### config.mk
export PLATFORM = sky130hd
export DESIGN_NAME = card_cursor_ctrl
export DESIGN_NICKNAME = d
export VERILOG_FILES = /design/src/rtl/card_cursor_ctrl.sv
export SDC_FILE = /design/constraint.sdc
export NUM_CORES = 1
export LEC_CHECK = 0
export ABC_AREA = 1
export CORE_MARGIN = 8
export CORE_UTILIZATION = 38
export DETAILED_ROUTE_END_ITERATION = 6
export SETUP_SLACK_MARGIN = 0.02
export SYNTH_ARGS = -nofsm -noshare
export SYNTH_HDL_FRONTEND = slang
export SYNTH_SLANG_ARGS = --single-unit
### constraint.sdc
create_clock -name clk -period 5.4 [get_ports clk]
set_clock_uncertainty 0.15 [all_clocks]
set_input_delay 0.54 -clock clk [delete_from_list [all_inputs] [get_ports clk]]
set_output_delay 0.54 -clock clk [all_outputs]
set_load 0.01 [all_outputs]
### src/rtl/card_cursor_ctrl.sv
// card_cursor_ctrl
// Turns five raw push-buttons into a cursor on the 4x4 card grid and offers
// the selected cell to the game logic through a valid/ready handshake.
// Cursor moves are held in a one-deep pending latch and committed only at the
// start of vertical blanking, so a drawn frame never shows a partial change.
//
// Ports:
//   clk        pixel clock, rising edge
//   rst        synchronous active-high reset
//   btn_up/btn_down/btn_left/btn_right/btn_sel
//              raw asynchronous buttons, active-high
//   VCount     current line from the VGA timing generator
//   pos        committed cursor cell, row*4+col (row = pos[3:2], col = pos[1:0])
//   enable     high while the cursor is live (no selection outstanding)
//   sel_pos    offered cell
//   sel_valid  offer valid
//   sel_ready  consumer accepts the offer
module card_cursor_ctrl #(
  parameter int DEBOUNCE_CYCLES = 250000,
  parameter int CNT_W           = 18,
  parameter int VBLANK_LINE     = 480
) (
  input  logic       clk,
  input  logic       rst,
  input  logic       btn_up,
  input  logic       btn_down,
  input  logic       btn_left,
  input  logic       btn_right,
  input  logic       btn_sel,
  input  logic [9:0] VCount,
  output logic [3:0] pos,
  output logic       enable,
  output logic [3:0] sel_pos,
  output logic       sel_valid,
  input  logic       sel_ready
);

  localparam logic [1:0] IDLE    = 2'd0;
  localparam logic [1:0] OFFER   = 2'd1;
  localparam logic [1:0] RELEASE = 2'd2;

  localparam logic [CNT_W-1:0] CNT_MAX = CNT_W'(DEBOUNCE_CYCLES - 1);
  localparam logic [9:0]       VB_LINE = 10'(VBLANK_LINE);

  // Button lanes: 0 up, 1 down, 2 left, 3 right, 4 select
  localparam int unsigned NBTN = 5;

  logic [NBTN-1:0]  raw;
  logic [NBTN-1:0]  sync1;
  logic [NBTN-1:0]  s;
  logic [NBTN-1:0]  stable;
  logic [NBTN-1:0]  press;
  logic [CNT_W-1:0] cnt [NBTN];

  assign raw = {btn_sel, btn_right, btn_left, btn_down, btn_up};

  // Synchronizer + debouncer. The press pulse is registered on the same edge
  // that stable flips to 1, so it is high for exactly the first stable cycle.
  always_ff @(posedge clk) begin
    if (rst) begin
      sync1  <= '0;
      s      <= '0;
      stable <= '0;
      press  <= '0;
      for (int unsigned i = 0; i < NBTN; i++) cnt[i] <= '0;
    end else begin
      sync1 <= raw;
      s     <= sync1;
      for (int unsigned i = 0; i < NBTN; i++) begin
        if (s[i] == stable[i]) begin
          cnt[i]   <= '0;
          press[i] <= 1'b0;
        end else if (cnt[i] == CNT_MAX) begin
          stable[i] <= s[i];
          cnt[i]    <= '0;
          press[i]  <= s[i];
        end else begin
          cnt[i]   <= cnt[i] + 1'b1;
          press[i] <= 1'b0;
        end
      end
    end
  end

  // Target cell for a move press, always relative to the committed pos.
  logic [1:0] row, col;
  logic [1:0] row_dec, row_inc, col_dec, col_inc;
  logic       mv_hit;
  logic [3:0] mv_cell;

  assign row     = pos[3:2];
  assign col     = pos[1:0];
  assign row_dec = row - 2'd1;
  assign row_inc = row + 2'd1;
  assign col_dec = col - 2'd1;
  assign col_inc = col + 2'd1;

  always_comb begin
    mv_hit  = 1'b1;
    mv_cell = pos;
    if (press[0])      mv_cell = {row_dec, col};
    else if (press[1]) mv_cell = {row_inc, col};
    else if (press[2]) mv_cell = {row, col_dec};
    else if (press[3]) mv_cell = {row, col_inc};
    else               mv_hit  = 1'b0;
  end

  logic [9:0] vprev;
  logic       vb_start;

  assign vb_start = (VCount == VB_LINE) && (vprev != VB_LINE);

  logic [1:0] state, state_nx;

  always_comb begin
    state_nx = state;
    case (state)
      IDLE:    if (press[4])             state_nx = OFFER;
      OFFER:   if (sel_ready)            state_nx = RELEASE;
      RELEASE: if (!stable[4])           state_nx = IDLE;
      default:                           state_nx = IDLE;
    endcase
  end

  logic [3:0] pending;
  logic       pend_valid;

  always_ff @(posedge clk) begin
    if (rst) begin
      state      <= IDLE;
      vprev      <= '0;
      pos        <= '0;
      pending    <= '0;
      pend_valid <= 1'b0;
      sel_pos    <= '0;
      sel_valid  <= 1'b0;
      enable     <= 1'b1;
    end else begin
      vprev     <= VCount;
      state     <= state_nx;
      // Outputs are registered from the next state so they line up with it.
      sel_valid <= (state_nx == OFFER);
      enable    <= (state_nx == IDLE);

      if (state == IDLE && press[4]) begin
        // A selection discards any queued move, including one due this cycle.
        sel_pos    <= pos;
        pend_valid <= 1'b0;
      end else begin
        if (vb_start && pend_valid) begin
          pos        <= pending;
          pend_valid <= 1'b0;
        end
        // Placed after the commit so a same-cycle press re-arms the latch
        // with a cell computed from the old pos, to land next frame.
        if (state == IDLE && mv_hit) begin
          pending    <= mv_cell;
          pend_valid <= 1'b1;
        end
      end
    end
  end

endmodule

==> metrics.md <==
| Metric | Value |
|---|---|
| Post-Synthesis Cells | about 950 |
| Dpl hpwl | 10700 microns |
| Placed insts | approximately 1300 |
| Layout cells sized above 1 | 0.0662 |
| Leak pwr | 3.56 nW |
| Pwr Total | 2.42 mW |
| Die area | 24300 sq um |
| CTS tree | built |
| Die W | 156 microns |
| Initial Utilization | 0.384 |
| Setup crit end kind | flop |
| Register Area | 3640 sq um |
| Pins over their slew limit | 0 |
| Final core utilization | 0.459 |
| Seq/Total Area, Yosys | 0.490 |
| Final non-filler cell total | 1353 |
| CTS Buf Count | 17 |
| TritonRoute pass-1 iters | 4 |
| Average vias per placed instance | about 4.4 |
| ANT cells | 0 |
| Final net count | 1098 |
| Period Utilization, post-route | 0.405 |
| Core area | approximately 19000 sq um |
| Yosys warnings | 0 |
| Most frequent cells in the layout | 211 x nand2_1, 197 x nor2_1, 132 x inv_1, 90 x edfxtp_1, 90 x conb_1 |
| Flops & latches, synth | 137 |
| Cell row count | 51 |
| CP Data Required Time | roughly 5.4 ns |
| P per Cell Area | about 270 nW/um^2 |
| Hold_ws | approximately 0.25 ns |
| Critical path launch point type | input port |
| Global-route wire length before repair | 25000 microns |
| Largest net degree at the start of global routing | 34 |
| GR Overflow Total | 0 |
| Clock Pin Slew Worst Setup and Hold Paths | 0.05 ns |
| Period minus WS final | about 2.2 ns |
| Unrepaired setup endpoints after global routing | no |
| Root buffer cell | clkbuf_16 |
| Area delta synth->final | 19.4% |
| Vias | between 5000 and 6000 |
| Critical Path AT | 2.18 ns |
| Io pins | 28 |
| Status | finished, final reports clean |
| # port buffers | 27 |
| Max cap viols | 0 |
| # resized after CTS | 0 |
| Drt total wl | 14200 microns |
| Vias in the first global route | 5619 |
| H-tree depth | 4 |
| Routability cong. | 0.835 |
| WL per Instance | 10.5 microns |
| VDD IR max | 0.000223 V |
| Final setup violation count | 0 |
| Setup repair bufs after CTS | 0 |
| Post-Synthesis Cell Area | approximately 7400 sq um |
| Max clock buf depth | 2 |
| Cell variety after synth | 33 |
| Max Clk Rate | 0.457 GHz |
| Die span in y | 156 microns |
| Total clock sinks | 137 |
| Hold Crit Class | flop to flop |
| Post-route ant nets | 0 |
| Crit Path Class | input port to flop |
| Hold-fix buffers, CTS | 0 |
| DRT iter0 DRCs | between 300 and 400 |
| Worst skew pair latency | 0.41 ns |
| Fillers | 1951 |
| Post-route DRC | 0 |
| Worst-path fanout max | 33 |
| Average cell area after synthesis | approximately 7.8 sq um |
| Final hold violations | 0 |
| Antenna violations before repair | 0 |
| Final TNS setup | 0 ns |
| Most common cell after layout, fill and taps aside | nand2_1 |
| Gr usage total | 0.125 |
| Area of the multi-input gates | 3530 sq um |
## power breakdown
part	leakage (nW)	internal (mW)	switching, mW
registers	1.31	1.15	0.0373
clock network	0.292	0.708	0.419
logic	1.95	0.0386	0.0668
## cell usage after synthesis
cell type | count | area share
a21oi_1 | 53 | 0.036
a21oi_2 | 3 | 0.0035
a31oi_1 | 2 | 0.0017
buf_12 | 1 | 0.0027
buf_2 | 1 | 0.00067
buf_4 | 1 | 0.0010
buf_6 | 4 | 0.0061
clkbuf_1 | 3 | 0.0015
clkinv_2 | 1 | 0.00067
conb_1 | 1 | 0.00050
dfxtp_1 | 47 | 0.13
edfxtp_1 | 90 | 0.36
ha_1 | 5 | 0.0084
inv_1 | 132 | 0.067
nand2_1 | 211 | 0.11
nand2_2 | 7 | 0.0059
nand2_4 | 5 | 0.0076
nand3_1 | 52 | 0.035
nand3_2 | 2 | 0.0027
nand3b_1 | 5 | 0.0051
nand4_1 | 31 | 0.026
nor2_1 | 197 | 0.10
nor2_2 | 15 | 0.013
nor2_4 | 9 | 0.014
nor3_1 | 12 | 0.0081
nor3_4 | 1 | 0.0022
o21a_1 | 1 | 0.0010
o21ai_0 | 22 | 0.015
o22ai_1 | 1 | 0.00084
or2_0 | 3 | 0.0025
or2_2 | 1 | 0.00084
xnor2_1 | 2 | 0.0024
xor2_1 | 28 | 0.033
## routing by layer
metal / routed length, microns / track usage / vias to the layer above
met3: 497 / 0.0260 / 11
met5: 0 / 0 / -
met4: 166 / 0.0430 / 0
met2: 6410 / 0.202 / 77
li1: - / - / 3204
met1: 7120 / 0.163 / 2620
## layout make-up
class | instances | share of cell area
Sequential cell | 137 | 0.411
Multi-Input combinational cell | 758 | 0.398
Clock buffer | 27 | 0.0629
Inverter | 133 | 0.0564
Tap cell | 265 | 0.0374
Timing Repair Buffer | 28 | 0.0313
Clock inverter | 5 | 0.00296
## final timing paths
kind	from	endpoint	slack, ns	cells after the start
worst max-delay path	rst	cnt[3][11]	3.21	7
worst min-delay path	sync1[2]	s[2]	0.25	2
worst max register to register	cnt[3][0]	cnt[3][11]	3.44	8
worst min register to register	sync1[2]	s[2]	0.25	2
## logic make-up after synthesis
family,share of synthesized area
xor+xnor,0.0354
other cells,0.000505
fa+ha+maj,0.00842
buf+inv,0.0793
simple gates,0.328
compound gates,0.0576
flops,0.490
## metrics by stage
step	worst slack (ns)	cell area, sq um
after CTS	3.19	8870
after global placement	2.77	8280
after floorplan	3.63	7760
final	3.21	8870
after global routing	3.02	8870
after detailed placement	2.75	8280
## state kept, by name, indices dropped and copies added, names as in the netlist
register and flops:
press 5, pending 4, sel_pos 4, sel_valid 1, s 5, sync1 5, pos 4, stable 5
enable 1, pend_valid 1, vprev 10, state 2, cnt 90
## worst max-delay path: stages
cell and delay (ns):
clkdlybuf4s50_1 0.45, buf_4 0.32, clkinv_2 0.27, nand2_1 0.12
nor2_1 0.07, nand2_2 0.30, a21oi_1 0.09
(Power assumes the default switching activity.)
